==> config.mk <==
export PLATFORM = sky130hd
export DESIGN_NAME = manchester_encoder_flat
export DESIGN_NICKNAME = d
export VERILOG_FILES = /design/src/rtl/manchester_encoder_if.sv /design/src/rtl/manchester_encoder.sv /design/src/flat_wrapper.sv
export SDC_FILE = /design/constraint.sdc
export NUM_CORES = 1
export LEC_CHECK = 0
export ABC_AREA = 1
export CAP_MARGIN = 20
export CORE_MARGIN = 3
export CORE_UTILIZATION = 38
export CTS_BUF_LIST = sky130_fd_sc_hd__clkbuf_4 sky130_fd_sc_hd__clkbuf_8
export CTS_CLUSTER_SIZE = 8
export DETAILED_ROUTE_END_ITERATION = 8
export GPL_ROUTABILITY_DRIVEN = 1
export HOLD_SLACK_MARGIN = 0.15
export REMOVE_ABC_BUFFERS = 1
export SYNTH_ARGS = -nofsm -noshare
export SYNTH_HDL_FRONTEND = slang
export SYNTH_SLANG_ARGS = --single-unit
==> constraint.sdc <==
create_clock -name aclk -period 2.3 [get_ports aclk]
set_input_delay 0.345 -clock aclk [delete_from_list [all_inputs] [get_ports aclk]]
set_output_delay 0.345 -clock aclk [all_outputs]
set_load 0.1 [all_outputs]
==> src/rtl/manchester_encoder_if.sv <==
// Stream handshake bundle feeding the Manchester encoder.
//   tdata  : word to transmit (FRAME_SIZE bits)
//   tvalid : word valid, driven by the source
//   tready : encoder can accept a word, driven by the encoder
// Modports: master = stream source, slave = encoder.
interface manchester_encoder_if #(
    parameter int FRAME_SIZE = 8
);
    logic [FRAME_SIZE-1:0] tdata;
    logic                  tvalid;
    logic                  tready;

    modport master (output tdata, output tvalid, input tready);
    modport slave  (input tdata, input tvalid, output tready);
endinterface

==> src/rtl/manchester_encoder.sv <==
// Manchester transmitter fed by a stream handshake. Each accepted word is sent
// as a start bit '1' followed by FRAME_SIZE data bits MSB first, then a
// minimum idle-low gap. Bit '1' = low half then high half, bit '0' = high half
// then low half, idle = low.
// Ports:
//   aclk           : clock, rising edge
//   aresetn        : asynchronous active-low reset
//   s_axis         : stream slave (tdata, tvalid in; tready out, registered)
//   manchester_out : encoded serial line, registered
//   busy           : high from accept until the end of the gap, registered
//
// state   | meaning
// --------+-------------------------------------------------
// ST_IDLE | line low, tready high, waiting for a handshake
// ST_START| sending the start bit (low half, high half)
// ST_DATA | sending data bits MSB first, r_idx = bit number
// ST_GAP  | line low for GAP_HALF_BITS half-bits, r_idx = half number
module manchester_encoder #(
    parameter int FRAME_SIZE        = 8,
    parameter int CLKS_PER_HALF_BIT = 4,
    parameter int GAP_HALF_BITS     = 4
) (
    input  logic                  aclk,
    input  logic                  aresetn,
    manchester_encoder_if.slave   s_axis,
    output logic                  manchester_out,
    output logic                  busy
);

    localparam int CNT_W   = (CLKS_PER_HALF_BIT > 1) ? $clog2(CLKS_PER_HALF_BIT) : 1;
    localparam int IDX_MAX = (FRAME_SIZE > GAP_HALF_BITS) ? FRAME_SIZE : GAP_HALF_BITS;
    localparam int IDX_W   = $clog2(IDX_MAX);

    localparam logic [CNT_W-1:0] CNT_RELOAD = CNT_W'(CLKS_PER_HALF_BIT - 1);
    localparam logic [IDX_W-1:0] DATA_LAST  = IDX_W'(FRAME_SIZE - 1);
    localparam logic [IDX_W-1:0] GAP_LAST   = IDX_W'(GAP_HALF_BITS - 1);

    typedef enum logic [1:0] {
        ST_IDLE,
        ST_START,
        ST_DATA,
        ST_GAP
    } state_t;

    state_t                r_state, w_state_nxt;
    logic [CNT_W-1:0]      r_cnt, w_cnt_nxt;
    logic                  r_half, w_half_nxt;
    logic [IDX_W-1:0]      r_idx, w_idx_nxt;
    logic [FRAME_SIZE-1:0] r_shift, w_shift_nxt;
    logic                  r_out, w_out_nxt;
    logic                  r_tready, w_tready_nxt;
    logic                  r_busy, w_busy_nxt;
    logic [FRAME_SIZE-1:0] w_shift_sh;
    logic                  w_tc;

    assign w_shift_sh = {r_shift[FRAME_SIZE-2:0], 1'b0};
    assign w_tc       = (r_cnt == '0);

    always_ff @(posedge aclk or negedge aresetn) begin
        if (!aresetn) begin
            r_state  <= ST_IDLE;
            r_cnt    <= '0;
            r_half   <= 1'b0;
            r_idx    <= '0;
            r_shift  <= '0;
            r_out    <= 1'b0;
            r_tready <= 1'b0;
            r_busy   <= 1'b0;
        end else begin
            r_state  <= w_state_nxt;
            r_cnt    <= w_cnt_nxt;
            r_half   <= w_half_nxt;
            r_idx    <= w_idx_nxt;
            r_shift  <= w_shift_nxt;
            r_out    <= w_out_nxt;
            r_tready <= w_tready_nxt;
            r_busy   <= w_busy_nxt;
        end
    end

    // Outputs are registered, so each branch computes the line level for the
    // cycle that follows the transition it takes.
    always_comb begin
        w_state_nxt  = r_state;
        w_cnt_nxt    = r_cnt;
        w_half_nxt   = r_half;
        w_idx_nxt    = r_idx;
        w_shift_nxt  = r_shift;
        w_out_nxt    = r_out;
        w_tready_nxt = 1'b0;
        w_busy_nxt   = 1'b1;

        case (r_state)
            ST_IDLE: begin
                w_out_nxt    = 1'b0;
                w_tready_nxt = 1'b1;
                w_busy_nxt   = 1'b0;
                if (s_axis.tvalid && r_tready) begin
                    w_shift_nxt  = s_axis.tdata;
                    w_cnt_nxt    = CNT_RELOAD;
                    w_half_nxt   = 1'b0;
                    w_idx_nxt    = '0;
                    w_state_nxt  = ST_START;
                    w_out_nxt    = 1'b0;
                    w_tready_nxt = 1'b0;
                    w_busy_nxt   = 1'b1;
                end
            end

            ST_START: begin
                if (w_tc) begin
                    w_cnt_nxt = CNT_RELOAD;
                    if (!r_half) begin
                        w_half_nxt = 1'b1;
                        w_out_nxt  = 1'b1;
                    end else begin
                        w_half_nxt  = 1'b0;
                        w_idx_nxt   = '0;
                        w_state_nxt = ST_DATA;
                        w_out_nxt   = ~r_shift[FRAME_SIZE-1];
                    end
                end else begin
                    w_cnt_nxt = r_cnt - CNT_W'(1);
                end
            end

            ST_DATA: begin
                if (w_tc) begin
                    w_cnt_nxt = CNT_RELOAD;
                    if (!r_half) begin
                        w_half_nxt = 1'b1;
                        w_out_nxt  = r_shift[FRAME_SIZE-1];
                    end else begin
                        w_half_nxt  = 1'b0;
                        w_shift_nxt = w_shift_sh;
                        if (r_idx == DATA_LAST) begin
                            w_idx_nxt   = '0;
                            w_state_nxt = ST_GAP;
                            w_out_nxt   = 1'b0;
                        end else begin
                            w_idx_nxt = r_idx + IDX_W'(1);
                            w_out_nxt = ~w_shift_sh[FRAME_SIZE-1];
                        end
                    end
                end else begin
                    w_cnt_nxt = r_cnt - CNT_W'(1);
                end
            end

            ST_GAP: begin
                w_out_nxt = 1'b0;
                if (w_tc) begin
                    w_cnt_nxt = CNT_RELOAD;
                    if (r_idx == GAP_LAST) begin
                        w_idx_nxt    = '0;
                        w_state_nxt  = ST_IDLE;
                        w_tready_nxt = 1'b1;
                        w_busy_nxt   = 1'b0;
                    end else begin
                        w_idx_nxt = r_idx + IDX_W'(1);
                    end
                end else begin
                    w_cnt_nxt = r_cnt - CNT_W'(1);
                end
            end

            default: begin
                w_state_nxt = ST_IDLE;
                w_out_nxt   = 1'b0;
            end
        endcase
    end

    assign s_axis.tready  = r_tready;
    assign manchester_out = r_out;
    assign busy           = r_busy;

endmodule

==> src/flat_wrapper.sv <==
// flat-port wrapper written by rule: the top's interface ports become plain ports
module manchester_encoder_flat 
#(
    parameter int FRAME_SIZE        = 8,
    parameter int CLKS_PER_HALF_BIT = 4,
    parameter int GAP_HALF_BITS     = 4
)
  (aclk, aresetn, manchester_out, busy, s_axis_tdata, s_axis_tvalid, s_axis_tready);
  manchester_encoder_if #(.FRAME_SIZE(FRAME_SIZE)) s_axis_i ();
  input  logic aclk;
  input  logic aresetn;
  output logic manchester_out;
  output logic busy;
  input wire logic [$bits(s_axis_i.tdata)-1:0] s_axis_tdata;
  input wire logic [$bits(s_axis_i.tvalid)-1:0] s_axis_tvalid;
  output wire logic [$bits(s_axis_i.tready)-1:0] s_axis_tready;
  assign s_axis_i.tdata = s_axis_tdata;
  assign s_axis_i.tvalid = s_axis_tvalid;
  assign s_axis_tready = s_axis_i.tready;
  manchester_encoder #(.FRAME_SIZE(FRAME_SIZE), .CLKS_PER_HALF_BIT(CLKS_PER_HALF_BIT), .GAP_HALF_BITS(GAP_HALF_BITS)) u_core (.aclk(aclk), .aresetn(aresetn), .s_axis(s_axis_i), .manchester_out(manchester_out), .busy(busy));
endmodule
# Word level (Yosys, flattened, before mapping)
# Index checks and enable logic that the tools add are counted.
dict set report totals {
  inputBits 11
  regBits 19
}
dict set report classes {
  n_addsub 2
  n_reduce_logical 13
  bitwise 2
  n_eq_ne 14
  mux 43
}
# operator n
set ops {}
lappend ops {{3-bit 2-to-1 mux} 8}
lappend ops {{8-bit 2-to-1 mux} 3}
lappend ops {{2-bit 2-to-1 mux} 10}
lappend ops {{2-bit by 1-bit inequality test with 1-bit output, second input constant} 9}
lappend ops {{8-bit case mux with 2 select lines} 1}
lappend ops {{1-bit 2-to-1 mux} 14}
lappend ops {{3-bit case mux with 4 select lines} 1}
lappend ops {{2-bit case mux with 4 select lines} 1}
lappend ops {{8-bit AND reduction} 1}
lappend ops {{1-bit case mux with 2 select lines} 3}
lappend ops {{6-bit AND reduction} 1}
lappend ops {{2-bit == test, second input constant} 2}
lappend ops {{2-bit zero test} 2}
lappend ops {{2-bit case mux with 2 select lines} 1}
lappend ops {{4-bit AND reduction} 1}
lappend ops {{2-bit nonzero test} 2}
lappend ops {{2-bit OR reduction} 2}
lappend ops {{3-bit by 1-bit adder with 3-bit output, second input constant} 1}
lappend ops {{3-bit by 2-bit == test with 1-bit output, second input constant} 1}
lappend ops {{3-bit == test, second input constant} 1}
lappend ops {{1-bit case mux with 3 select lines} 1}
lappend ops {{3-bit AND reduction} 1}
lappend ops {{3-bit OR reduction} 1}
lappend ops {{2-bit by 1-bit == test with 1-bit output, second input constant} 1}
lappend ops {{4 further kinds} 5}

# Longest topological paths before layout
# Gate-level depths: netlist of the first run.
dict set report logic_depth {
  word_depth 5
  ltp_mapped 9
}

# Worst setup path after synthesis of the first run
# OpenSTA, ideal clock, no wires.
dict set report synth_path {
  path_kind {flip-flop to flip-flop}
  start {register u_core.r_tready (netlist: u_core.s_axis.tready)}
  end {register u_core.r_state[0]}
  arrival_ns 1.598
  setup_time_ns 0.117
  t_required_ns 2.183
  stages_incl_launch_ff 8
  setup_slack_ns 0.585
  path_cell_list {dfrtp_1 nand2_1 nand2_2 nand2_2 nor2_4 nand2_1 nand2_1 nand2_1}
}
dict set report synth_between {
  elab_chain_len 3
}
# item line
set synth_rtl {}
lappend synth_rtl {{from (decl)} manchester_encoder.sv:51} ;# logic r_tready, w_tready_nxt;
lappend synth_rtl {{from (signal assigned)} manchester_encoder.sv:76} ;# r_tready <= w_tready_nxt;
lappend synth_rtl {{1-bit logical AND} manchester_encoder.sv:98} ;# if (s_axis.tvalid && r_tready) begin
lappend synth_rtl {{2-bit by 1-bit inequality test with 1-bit output (no line)} --}
lappend synth_rtl {{8-bit AND reduction (no line)} --}
lappend synth_rtl {{to (signal assigned)} manchester_encoder.sv:70} ;# r_state <= w_state_nxt;
lappend synth_rtl {{to (decl)} manchester_encoder.sv:45} ;# state_t r_state, w_state_nxt;
# No other way between the ends.
# A chain may end at the register's enable or synchronous reset.

# Worst setup path in the final report of the first run
dict set report layout_path {
  start {register u_core.r_state[0]}
  end {register u_core.r_shift[7]}
}
dict set report layout_between {
  elab_chain_len 3
  word_cells_on_any_way 8
  classes_between {4 x eq/ne; 1 x mux; 3 x reduce/logical}
}
# item line
set layout_rtl {}
lappend layout_rtl {{2-bit == test / 2-bit zero test (equally long branches)} manchester_encoder.sv:93} ;# case (r_state)
lappend layout_rtl {{2-bit by 1-bit inequality test with 1-bit output (no line) / 2-bit nonzero test (equally long branches)} --}
lappend layout_rtl {{4-bit AND reduction (no line)} --}
lappend layout_rtl {{to (signal assigned)} manchester_encoder.sv:74} ;# r_shift <= w_shift_nxt;
lappend layout_rtl {{to (decl)} manchester_encoder.sv:49} ;# logic [FRAME_SIZE-1:0] r_shift, w_shift_nxt;
# Parallel ways exist; a longest one is shown, timed or not.

==> reports/metrics.csv, run 1 <==
stage;metric;value;unit
status;run_status;completed;
power_and_ir_drop;power_density;1330;nW/um^2
grt;grt.total_usage;14.1;%
clocking;cts.clk_slew.worst_paths;0.10;ns
detailed_routing;wl;2530;um
critical_path;ff2ff_path_depth;7;
critical_path;worstSetupPathType;reg2reg;
synth;seq_area_frac_synth;38.5;%
clocking;holdBufCountCts;0;
floorplan;die_h;63.0;um
grt;grt_pass1_vias;981;
timing;final-setup-viol-count;0;
critical_path;critical_path.endpoint_type;flop;
detailed_routing;ant_nets;0;
floorplan;initial_core_util;40.1;%
floorplan;pin_count;14;
cells_and_area;num_antenna_cells;0;
synth;synth_cells;161;
timing;finalSetupTns;0;ns
timing;max_freq;520;MHz
cells_and_area;nFillCells;331;
critical_path;worstPathArrival;2.12;ns
grt;antenna_found_initial;0;
cells_and_area;final_core_util;46.8;%
place;io_buffers;13;
timing;period_share;83.6;%
floorplan;rows;20;
clocking;ctsHtreeMaxLevel;1;
job;maxCapViolations;0;
detailed_routing;viasPerCell;4.55;
place;placed_cells;217;
detailed_routing;wire_per_inst;11.4;um
critical_path;r2r_slack;0.38;ns
clocking;cts-buffers-inserted;3;
cells_and_area;stdcell_count;221;
power_and_ir_drop;p_comb_share;60.5;%
place;hpwl;1980;um
critical_path;r2r_start;u_core.r_state[0]$_DFFE_PN0P_;
power_and_ir_drop;p_switching;0.000998;W
synth;syn_area_per_cell;7.67;sq um
detailed_routing;first_pass_iters;4;
critical_path;required;2.50;ns
floorplan;dieArea;3970;sq um
clocking;clk_latency;0.30;ns
grt;grt_start_max_net_pins;20;
timing;clock_skew;0.00430;ns
synth;ys_warn_count;0;
place;gp_congestion;0.855;
hold_path;worstHoldPathType;in2async;
clocking;ctsResizeCount;0;
floorplan;core-area;3080;sq um
critical_path;startpoint_type;flop;
clocking;cts_root_buf;clkbuf_4;
cells_and_area;final_cell_mix;nand2_1 (64), dfrtp_1 (19), inv_1 (18);
clocking;clock_sinks;19;
timing;drv_slew;0;
timing;period_minus_slack;1.92;ns
clocking;cts_tree;done;
power_and_ir_drop;p_seq_share;30.2;%
timing;worst_pin_slew;0.438;ns
detailed_routing;drc_errors;0;
cells_and_area;mostFrequentLayoutCell;nand2_1;
synth;ys_ff_latch;19;
timing;rsz0062_at_grt;false;
power_and_ir_drop;power_switching_share;52.0;%
clocking;cts_buffer_depth;2;
grt;grt_pass1_wl;4460;um
cells_and_area;area_growth;16.6;%
power_and_ir_drop;vdd_drop_max;0.000665;V
critical_path;path_max_fanout;13;
power_and_ir_drop;leakage;0.745;nW
grt;gr-total-overflow;0;
detailed_routing;drt-initial-drc-count;41;
timing;slew_headroom;70.8;%
critical_path;r2r_end;u_core.r_shift[7]$_DFFE_PN0P_;
floorplan;die_x;63.0;um
timing;finalHoldViolations;0;
synth;synth_cell_type_count;23;
power_and_ir_drop;p_int;0.000920;W
timing;worst_hold_slack;0.361;ns
cells_and_area;layout-drive-gt1-share;11.3;%
detailed_routing;route.vias.total;1005;
clocking;post_cts_buffers;0;
cells_and_area;nets;202;
synth;syn-cell-area;1230;sq um
power_and_ir_drop;clkPwrFrac;9.3;%
[logic make-up after synthesis]
| group | count (synthesis) | synth area share [%] |
|---|---|---|
| AND/OR/NAND/NOR | 91 | 32.1 |
| buffers and inverters | 22 | 6.89 |
| flip-flops | 19 | 38.5 |
| AO/OA/AOI/OAI | 16 | 9.32 |
| adder cells (fa/ha/maj) | 13 | 13.2 |
[metrics by stage]
stage	instance area (sq um)	setup slack (ns)	total power (W)
after floorplan	1220	0.585	0.00148
after global placement	1410	0.478	0.00173
after detailed placement	1410	0.367	0.00175
after CTS	1440	0.351	0.00194
after global routing	1440	0.165	0.00212
final	1440	0.376	0.00192
[state kept, by name, indices dropped and copies added (netlist names)]
register               cells
u_core.r_shift             8
u_core.r_half              1
u_core.manchester_out      1
u_core.r_idx               3
u_core.r_state             2
u_core.r_cnt               2
u_core.s_axis.tready       1
u_core.busy                1
[area by class of cell]
cell class              count  area, sq um  share of cell area [%]
well taps                  44         55.1                    3.82
repair buffers             14          130                    9.04
inverters                  20         75.1                    5.21
multi-input cells         120          674                    46.8
flip-flops and latches     19          475                    33.0
clock buffers               4         30.0                    2.09
[worst max path at each step]
stage	from	endpoint	slack (ns)
2_1_floorplan	u_core.s_axis.tready$_DFF_PN0_	u_core.r_state[0]$_DFFE_PN0P_	0.59
3_3_place_gp	u_core.r_state[0]$_DFFE_PN0P_	u_core.r_shift[0]$_DFFE_PN0P_	0.48
3_5_place_dp	u_core.r_state[0]$_DFFE_PN0P_	u_core.r_shift[2]$_DFFE_PN0P_	0.37
4_1_cts	u_core.r_state[0]$_DFFE_PN0P_	u_core.r_shift[6]$_DFFE_PN0P_	0.35
5_1_grt	u_core.r_state[0]$_DFFE_PN0P_	u_core.r_shift[1]$_DFFE_PN0P_	0.16
6_report	u_core.r_state[0]$_DFFE_PN0P_	u_core.r_shift[7]$_DFFE_PN0P_	0.38
[synth_stat cells]
cell,n,area [sq um]
nor2_1,3,11.3
nand2_4,1,11.3
nand3_1,15,75.1
a21oi_1,3,15.0
o31ai_1,1,7.51
a21oi_4,1,16.3
nor3_1,1,5.00
o21ai_0,6,30.0
buf_2,2,10.0
nand2_1,64,240
o211ai_1,1,7.51
inv_1,18,67.6
nand3_2,1,10.0
nand2_2,4,25.0
o21ai_2,1,8.76
nand3b_1,1,7.51
nor2_4,1,11.3
ha_1,13,163
o21a_1,1,7.51
o21ai_4,1,16.3
inv_2,2,7.51
dfrtp_1,19,475
a31oi_1,1,6.26
[per-layer routing]
| layer | wire length [um] | part of all wire, % | global-route usage [%] | up-vias |
|---|---|---|---|---|
| li1 | - | - | - | 535 |
| met1 | 1300 | 52 | 19.7 | 451 |
| met2 | 1100 | 43 | 20.6 | 17 |
| met3 | 98 | 3.9 | 3.96 | 2 |
| met4 | 24 | 0.95 | 4.96 | 0 |
| met5 | 0 | 0 | 0 | - |
[critical path, stage by stage, from the launching register on]
cell     delay [ns]
dfrtp_1        0.44
inv_1          0.13
ha_1           0.44
inv_2          0.23
o21ai_4        0.31
nand2_4        0.14
nand2_1        0.08
nand2_1        0.05
[power groups by stage]
| stage | clock network [W] | logic [W] | registers, W |
|---|---|---|---|
| finish | 0.000179 | 0.00116 | 0.000578 |
| global route | 0.000212 | 0.00131 | 0.000596 |
| CTS | 0.000192 | 0.00117 | 0.000579 |
| detailed placement | 0 | 0.00116 | 0.000586 |
| global placement | 0 | 0.00114 | 0.000584 |
| floorplan | 0 | 0.000754 | 0.000726 |
No activity file was read; power rests on OpenSTA's default activity.
==> run 2: changes to the inputs <==
clock period = 1.9 ns   (was 2.3 ns; I/O delays follow)
==> reports/metrics.csv, run 2 (synthesized netlist as in run 1, its figures left out) <==
stage;metric;value;unit;change
status;run_status;completed;;
timing;drv_slew;0;;unchanged
clocking;ctsHtreeMaxLevel;1;;unchanged
cells_and_area;mostFrequentLayoutCell;nand2_1;;
place;hpwl;1920;um;-2.7%
cells_and_area;regMostFlops;u_core.r_shift;;
floorplan;dieArea;3970;sq um;unchanged
power_and_ir_drop;p_switching;0.00123;W;+23%
critical_path;path_max_fanout;13;;unchanged
critical_path;worstSetupPathType;reg2reg;;
critical_path;critical_path.endpoint_type;flop;;
power_and_ir_drop;power_density;1610;nW/um^2;+21%
detailed_routing;wire_per_inst;11.5;um;+0.38%
clocking;cts_root_buf;clkbuf_4;;
timing;worst_hold_slack;0.305;ns;-0.0560 ns
clocking;clk_latency;0.30;ns;about the same
critical_path;timing.critical_path.slowest_cell_delay;0.43;ns;about the same
power_and_ir_drop;p_total;0.00233;W;+22%
grt;grt.total_usage;14.5;%;+0.39 points
place;io_buffers;13;;unchanged
cells_and_area;nets;203;;+0.50%
clocking;cts.clk_slew.worst_paths;0.11;ns;about the same
hold_path;worstHoldPathType;in2async;;
cells_and_area;area_growth;17.0;%;
power_and_ir_drop;power_switching_share;52.6;%;+0.53 points
critical_path;slowest_stage;dfrtp_1;;
floorplan;die_h;63.0;um;unchanged
timing;period_minus_slack;1.58;ns;-0.345 ns
floorplan;core-area;3080;sq um;unchanged
timing;max_freq;633;MHz;+22%
cells_and_area;nFillCells;320;;-3.3%
grt;grt_start_max_net_pins;20;;unchanged
timing;finalSetupTns;0;ns;unchanged
detailed_routing;route.vias.total;1032;;+2.7%
detailed_routing;ant_nets;0;;unchanged
timing;slew_headroom;79.5;%;+8.7 points
clocking;cts_tree;done;;
timing;clock_skew;0.00517;ns;+0.000862 ns
detailed_routing;viasPerCell;4.65;;+2.2%
power_and_ir_drop;p_int;0.00111;W;+20%
timing;finalHoldViolations;0;;unchanged
critical_path;required;2.10;ns;-0.40 ns
critical_path;crit_family;flip-flops;;
cells_and_area;final_cell_mix;nand2_1 (64), dfrtp_1 (19), inv_1 (18);;
clocking;cts_buffer_depth;2;;unchanged
grt;antenna_found_initial;0;;unchanged
detailed_routing;first_pass_iters;4;;unchanged
critical_path;cpMostUsedCell;nand2_1;;
clocking;post_cts_buffers;0;;unchanged
grt;grt_pass1_vias;1008;;+2.8%
job;maxCapViolations;0;;unchanged
floorplan;rows;20;;unchanged
power_and_ir_drop;p_comb_share;60.9;%;+0.4 points
power_and_ir_drop;vdd_drop_max;0.000798;V;+20%
critical_path;startpoint_type;flop;;
power_and_ir_drop;leakage;0.750;nW;+0.60%
cells_and_area;top_regs;u_core.r_shift (8), u_core.r_idx (3);;
power_and_ir_drop;p_seq_share;29.9;%;-0.3 points
timing;rsz0062_at_grt;false;;
cells_and_area;num_antenna_cells;0;;unchanged
timing;final-setup-viol-count;0;;unchanged
clocking;cts-buffers-inserted;3;;unchanged
cells_and_area;layout-drive-gt1-share;11.8;%;+0.50 points
critical_path;worstPathArrival;1.78;ns;-0.34 ns
clocking;ctsResizeCount;0;;unchanged
clocking;clock_sinks;19;;unchanged
floorplan;pin_count;14;;unchanged
detailed_routing;drt-initial-drc-count;42;;+2.4%
detailed_routing;drc_errors;0;;unchanged
place;gp_congestion;0.804;;-6.0%
timing;worst_pin_slew;0.305;ns;-0.134 ns
cells_and_area;largest_reg_flops;8;;unchanged
floorplan;initial_core_util;40.1;%;unchanged
critical_path;cp_num_buf_inv;2;;unchanged
grt;gr-total-overflow;0;;unchanged
critical_path;crit_path_cell_trace;inv_1, ha_1, inv_2, a21oi_4, nor2_4, nand2_1, nand2_1, nand2_1;;
floorplan;die_x;63.0;um;unchanged
cells_and_area;final_core_util;47.0;%;+0.16 points
timing;period_share;83.1;%;-0.53 points
grt;grt_pass1_wl;4550;um;+1.9%
clocking;holdBufCountCts;0;;unchanged
power_and_ir_drop;clkPwrFrac;9.2;%;about the same
detailed_routing;wl;2550;um;+0.83%
## run 2: cell types whose count changed in the layout (fill, tap and decap cells not counted)
cell	delta
buf_4	+1
clkinv_2	+1
clkbuf_4	-1
## run 2: final timing paths
path / start / to / slack (ns) / cells after the start
max in group asynchronous: aresetn / u_core.r_cnt[1]$_DFFE_PN0P_ / 1.38 / 2
max: u_core.r_state[0]$_DFFE_PN0P_ / u_core.r_state[0]$_DFFE_PN0P_ / 0.32 / 8
min in group aclk: u_core.r_shift[1]$_DFFE_PN0P_ / u_core.r_shift[1]$_DFFE_PN0P_ / 0.48 / 2
min: aresetn / u_core.r_idx[2]$_DFFE_PN0P_ / 0.31 / 2
min reg2reg: u_core.r_shift[1]$_DFFE_PN0P_ / u_core.r_shift[1]$_DFFE_PN0P_ / 0.48 / 2
max reg2reg: u_core.r_state[0]$_DFFE_PN0P_ / u_core.r_state[0]$_DFFE_PN0P_ / 0.32 / 8
## run 2: per-stage QoR
step           cell area, sq um  setup slack, ns  std cells
3_5_place_dp               1420            0.307        218
6_report                   1450            0.321        222
5_1_grt                    1450            0.159        222
2_1_floorplan              1220            0.185        159
4_1_cts                    1450            0.310        222
3_3_place_gp               1420            0.319        218
## run 2: power by group through the flow
stage                     Combinational [W]  Sequential, W  Clock [W]
after CTS                           0.00143       0.000696   0.000225
after detailed placement            0.00142       0.000706          0
after global routing                0.00161       0.000723   0.000253
after floorplan                    0.000913       0.000878          0
final                               0.00142       0.000697   0.000215
after global placement              0.00140       0.000702          0
## run 2: worst register-to-register path: cells and delay by family (launching register included)
| kind | cells | cell delay, ns |
|---|---|---|
| fa+ha+maj | 1 | 0.22 |
| buf+inv | 2 | 0.33 |
| compound gates | 1 | 0.08 |
| flops | 1 | 0.43 |
| simple gates | 4 | 0.43 |
## run 2: layer usage
layer | up-vias | routed length [um] | track usage, %
met5 | - | 0 | 0
met4 | 0 | 27 | 4.96
met3 | 4 | 86 | 2.70
met2 | 18 | 1180 | 22.7
met1 | 471 | 1250 | 19.9
li1 | 539 | - | -
## run 2: cell type report
class	count	area (sq um)	area share, %
clock buffers	3	22.5	1.56
clock inverters	1	5.00	0.346
inverters	20	75.1	5.19
multi-input cells	120	674	46.7
flip-flops and latches	19	475	32.9
well taps	44	55.1	3.81
repair buffers	15	138	9.52
